==> config.mk <==
export PLATFORM = sky130hd
export DESIGN_NAME = dot_product_engine
export DESIGN_NICKNAME = d
export VERILOG_FILES = /design/src/rtl/dot_product_engine.sv
export SDC_FILE = /design/constraint.sdc
export NUM_CORES = 1
export LEC_CHECK = 0
export ABC_CLOCK_PERIOD_IN_PS = 11100
export CAP_MARGIN = 20
export CORE_MARGIN = 3
export CORE_UTILIZATION = 40
export CTS_BUF_LIST = sky130_fd_sc_hd__clkbuf_4 sky130_fd_sc_hd__clkbuf_8
export CTS_CLUSTER_SIZE = 25
export DETAILED_ROUTE_END_ITERATION = 6
export GPL_TIMING_DRIVEN = 0
export SLEW_MARGIN = 20
export SYNTH_ARGS = -nofsm -noshare
export SYNTH_HDL_FRONTEND = slang
export SYNTH_HIERARCHICAL = 1
export SYNTH_SLANG_ARGS = --single-unit
==> constraint.sdc <==
create_clock -name clk -period 11.1 [get_ports clk]
set_clock_uncertainty 0.15 [all_clocks]
set_input_delay 1.11 -clock clk [delete_from_list [all_inputs] [get_ports clk]]
set_output_delay 1.11 -clock clk [all_outputs]
set_load 0.01 [all_outputs]
==> src/rtl/dot_product_engine.sv <==
// Frame-based dot-product stage: pops one packed word from each input FIFO,
// multiplies element-wise per lane, sums and pushes a truncated result with overflow flag.

module dot_product_lane #(
  parameter int ELEM_WIDTH = 8
) (
  input  logic [ELEM_WIDTH-1:0]   a,
  input  logic [ELEM_WIDTH-1:0]   b,
  output logic [2*ELEM_WIDTH-1:0] p
);
  assign p = {{ELEM_WIDTH{1'b0}}, a} * {{ELEM_WIDTH{1'b0}}, b};
endmodule

module dot_product_engine #(
  parameter int DATA_WIDTH           = 32,
  parameter int VECTOR_WIDTH         = 4,
  parameter int VECTOR_ELEMENT_WIDTH = 8,
  parameter int ADDR_WIDTH           = 5,
  parameter int RESULT_WIDTH         = 2*VECTOR_ELEMENT_WIDTH
) (
  input  logic                    clk,
  input  logic                    rst,
  input  logic                    start,
  input  logic [ADDR_WIDTH:0]     num_vectors,
  input  logic                    fifo1_empty,
  input  logic                    fifo2_empty,
  input  logic [DATA_WIDTH-1:0]   fifo1_data,
  input  logic [DATA_WIDTH-1:0]   fifo2_data,
  output logic                    fifo1_rd_en,
  output logic                    fifo2_rd_en,
  input  logic                    fifo3_full,
  output logic                    fifo3_wr_en,
  output logic [RESULT_WIDTH-1:0] fifo3_data,
  output logic                    result_ovf,
  output logic                    ovf_seen,
  output logic                    busy,
  output logic                    done
);
  localparam int PW      = 2*VECTOR_ELEMENT_WIDTH;
  localparam int SUM_NAT = PW + $clog2(VECTOR_WIDTH+1);
  // Sum kept at least one bit wider than the result so overflow is always detectable.
  localparam int SW      = (SUM_NAT > RESULT_WIDTH) ? SUM_NAT : RESULT_WIDTH+1;

  typedef enum logic [2:0] {IDLE, POP, WAIT, SUM, PUSH, DONE} state_t;

  state_t                                               state;
  logic [ADDR_WIDTH:0]                                  remaining;
  logic [VECTOR_WIDTH-1:0][VECTOR_ELEMENT_WIDTH-1:0]    a_vec, b_vec;
  logic [VECTOR_WIDTH-1:0][PW-1:0]                      prod, prod_q;
  logic [SW-1:0]                                        sum;
  logic                                                 pop_ok;

  assign a_vec = fifo1_data;
  assign b_vec = fifo2_data;

  dot_product_lane #(.ELEM_WIDTH(VECTOR_ELEMENT_WIDTH)) u_lane [VECTOR_WIDTH-1:0] (
    .a(a_vec),
    .b(b_vec),
    .p(prod)
  );

  always_comb begin
    sum = '0;
    for (int i = 0; i < VECTOR_WIDTH; i++) sum = sum + SW'(prod_q[i]);
  end

  // Both FIFOs are popped together or not at all.
  assign pop_ok      = (state == POP) && !fifo1_empty && !fifo2_empty;
  assign fifo1_rd_en = pop_ok;
  assign fifo2_rd_en = pop_ok;
  assign fifo3_wr_en = (state == PUSH) && !fifo3_full;

  always_ff @(posedge clk) begin
    if (rst) begin
      state      <= IDLE;
      remaining  <= '0;
      prod_q     <= '0;
      fifo3_data <= '0;
      result_ovf <= 1'b0;
      ovf_seen   <= 1'b0;
      busy       <= 1'b0;
      done       <= 1'b0;
    end else begin
      done <= 1'b0;
      case (state)
        IDLE: if (start) begin
          busy <= 1'b1;
          if (num_vectors != '0) begin
            remaining <= num_vectors;
            ovf_seen  <= 1'b0;
            state     <= POP;
          end else begin
            done  <= 1'b1;
            state <= DONE;
          end
        end
        POP:  if (pop_ok) state <= WAIT;
        WAIT: begin
          prod_q <= prod;
          state  <= SUM;
        end
        SUM: begin
          fifo3_data <= sum[RESULT_WIDTH-1:0];
          result_ovf <= |sum[SW-1:RESULT_WIDTH];
          state      <= PUSH;
        end
        PUSH: if (fifo3_wr_en) begin
          remaining <= remaining - (ADDR_WIDTH+1)'(1);
          ovf_seen  <= ovf_seen | result_ovf;
          if (remaining == (ADDR_WIDTH+1)'(1)) begin
            done  <= 1'b1;
            state <= DONE;
          end else begin
            state <= POP;
          end
        end
        DONE: begin
          busy  <= 1'b0;
          state <= IDLE;
        end
        default: state <= IDLE;
      endcase
    end
  end
endmodule

==> run metrics <==
initial antenna violation count=0; hold_sp=fifo3_data[9]; fin. max-slew vios=0; kind of critical path=in -> reg; XOR/XNOR share of the synthesized area=under 10%; Num CTS Buffers=9; number of global-route vias before repair=11500; 1st-pass router iterations=5; top_reg_cell synth=dfxtp_1; Clock Pin Slew Worst Setup and Hold Paths=0.09 ns; CTS hold repair buffers=0; CP Launch Point=fifo2_data[18]; leakage power=7.22 nW; number of max-cap violations=0; Worst EP arrival=slightly below 6 ns; Yosys cell types=69; Reg-to-Reg Start=prod_q[1]; layout cells sized above 1=3.14%; synth cell count leaders=inv_1, nand2_1, and2_1, fa_1, ha_1; initial drt markers=510; Vias=11100; Final Hold Viols=0; Total Neg Setup Slack=0 ns; Worst VDD drop=~73 uV; Max Clk Rate=approximately 0.18 GHz; Adder-Cell Fraction of Synth Area=40.1%; number of synthesized flops with an enable pin=0; core box area=33900 sq um; Crit path buffers/inverters=5; Placer Congestion=0.839; Mapped Area=13900 sq um; critical path launch point type=input pin; first-pass GRT wire length=54600 microns; Clock Sink Count=93; setup repair bufs after CTS=0; Req. time, crit path=11.25 ns; Worst-Margin Slew=0.648 ns; total grt overflow=0; Synth Area in Compound Gates=12.7%; detailed placer's ending HPWL=26200 microns; main combinational cell family by area after synthesis=adder cells; final worst-path cycle share=about half; worst skew pair latency=around 0.38 ns; Nets=about 2200; max incr delay on CP=0.59 ns; drt total wl=31000 microns; pwr dens=130 nW/um^2; sequential fraction of the synthesis area=13.4%; Routed WL per cell=13.9 microns; CTS HTree Levels=3; Final Setup Violations=0; Ys Warns=6; vias per inst=4.96; TritonCTS clock tree=yes; status=complete, no violations; crit-path cells=clkdlybuf4s50_1 > and2_1 > fa_1 > inv_1 > fa_1 > inv_1 > fa_1 > inv_1 > fa_1 > inv_1 > ha_1 > o21a_1 > o31a_4 > o311ai_0 > nand4b_1 > o311ai_0 > nand2_1 > a21oi_1; initial cell density of the core=41.0%; Worst Setup End Kind=flip-flop; asr flop ratio synth=0%; DRT antenna net count=0; post-synthesis mux area share=0.288%; FP Rows=67; top-count cell post-synth=inv_1; total track usage=17.8%; delay-heaviest family, CP=adder cells; Yosys top cell area share=25.4%; Tightest Hold Check Type=reg -> reg; crit-path max FO=8; diode count=0; drt drc=0; Max-slew headroom=56.8%; Design Power=0.00204 W; Synth Area per Inst=8.31 sq um; post-synthesis instance total=between 1500 and 2000; post-synth top area cell=fa_1; top cells by area, synth=fa_1, ha_1, dfxtp_1, and2_1, inv_1; Post-Syn Nets=2085; crit path max-delay cell type=clkdlybuf4s50_1; post-CTS sizing=0; min cycle time layout=5.70 ns; Seq cells post-synth=93; Layout area overhead=12.9%; simple-gate share of the synthesized area=21.7%; unrepaired setup endpoints after global routing=false; CTS max path bufs=2; largest net degree at the start of global routing=17; Root Buffer=clkbuf_8; IO Count=99; Die Area=37000 sq um; die height=192 microns; IO Port Bufs=98; Chip Width=between 150 and 200 microns
[cell usage in the layout, fill, tap and decap left out, types with 23 or more instances in the layout]
master	synthesis	layout
inv_1	296	296
nand2_1	244	244
nor2_1	42	42
xnor2_1	27	27
o21ai_0	32	32
dfxtp_1	93	93
clkbuf_1	29	29
fa_1	176	176
clkdlybuf4s50_1	0	98
ha_1	163	163
a21oi_1	124	124
and2_1	200	200
nor3_1	23	23
[through the flow]
| stage | std cells | area, sq um | utilization [%] | hold slack [ns] | setup slack [ns] |
|---|---|---|---|---|---|
| 3_3_place_gp | 2216 | 15400 | 45.5 | 0.290 | 5.06 |
| 2_1_floorplan | 1670 | 13900 | - | 0.286 | 6.15 |
| 5_1_grt | 2232 | 15700 | 46.3 | 0.324 | 5.15 |
| 3_5_place_dp | 2216 | 15400 | 45.5 | 0.295 | 5.02 |
| 4_1_cts | 2232 | 15700 | 46.3 | 0.307 | 5.41 |
| 6_report | 2232 | 15700 | 46.3 | 0.304 | 5.40 |
[logic make-up after synthesis]
family                   Yosys count
AND/OR/NAND/NOR                  591
adder cells (fa/ha/maj)          339
buffers and inverters            336
AO/OA/AOI/OAI                    265
flip-flops                        93
XOR/XNOR                          42
multiplexers                       4
[worst paths after layout]
kind | end | slack (ns) | depth (start not counted)
min reg2reg | fifo3_data[9] | 0.30 | 2
min | fifo3_data[9] | 0.30 | 2
max | prod_q[45] | 5.40 | 18
max reg2reg | result_ovf | 7.27 | 12
[per-layer routing]
| layer | routed length (microns) | track usage [%] | vias up |
|---|---|---|---|
| li1 | - | - | 5550 |
| met1 | 15100 | 25.2 | 5372 |
| met4 | 126 | 2.07 | 0 |
| met2 | 15000 | 30.3 | 127 |
| met3 | 812 | 1.73 | 12 |
| met5 | 0 | 0 | - |
[flip-flops by register name (all words and copies together) (netlist names)]
name / flops
ovf_seen: 1
done: 1
busy: 1
remaining: 6
fifo3_data: 16
result_ovf: 1
prod_q: 64
state: 3
[report_power, final]
group | total [W] | leakage [nW] | internal, W | switching, W
logic | 0.00139 | 6.35 | 0.000617 | 0.000777
clock network | 0.000281 | 0.125 | 0.000155 | 0.000126
registers | 0.000361 | 0.752 | 0.000351 | 0.0000109
total | 0.00204 | 7.22 | 0.00112 | 0.000914
[cell type report]
| class | count | area [sq um] |
|---|---|---|
| Fill cell | 3463 | 18200 |
| Multi-Input combinational cell | 1241 | 10700 |
| Sequential cell | 93 | 1860 |
| Inverter | 296 | 1110 |
| Timing Repair Buffer | 98 | 981 |
| Tap cell | 448 | 561 |
| Buffer | 40 | 165 |
| Clock buffer | 10 | 131 |
| Clock inverter | 6 | 116 |
[tightest hold or removal path, cell delays in order, from the launching register on]
cell	delay, ns
dfxtp_1	0.32
nand2_1	0.05
a21oi_1	0.05
Power figures use the tool's default switching activity.
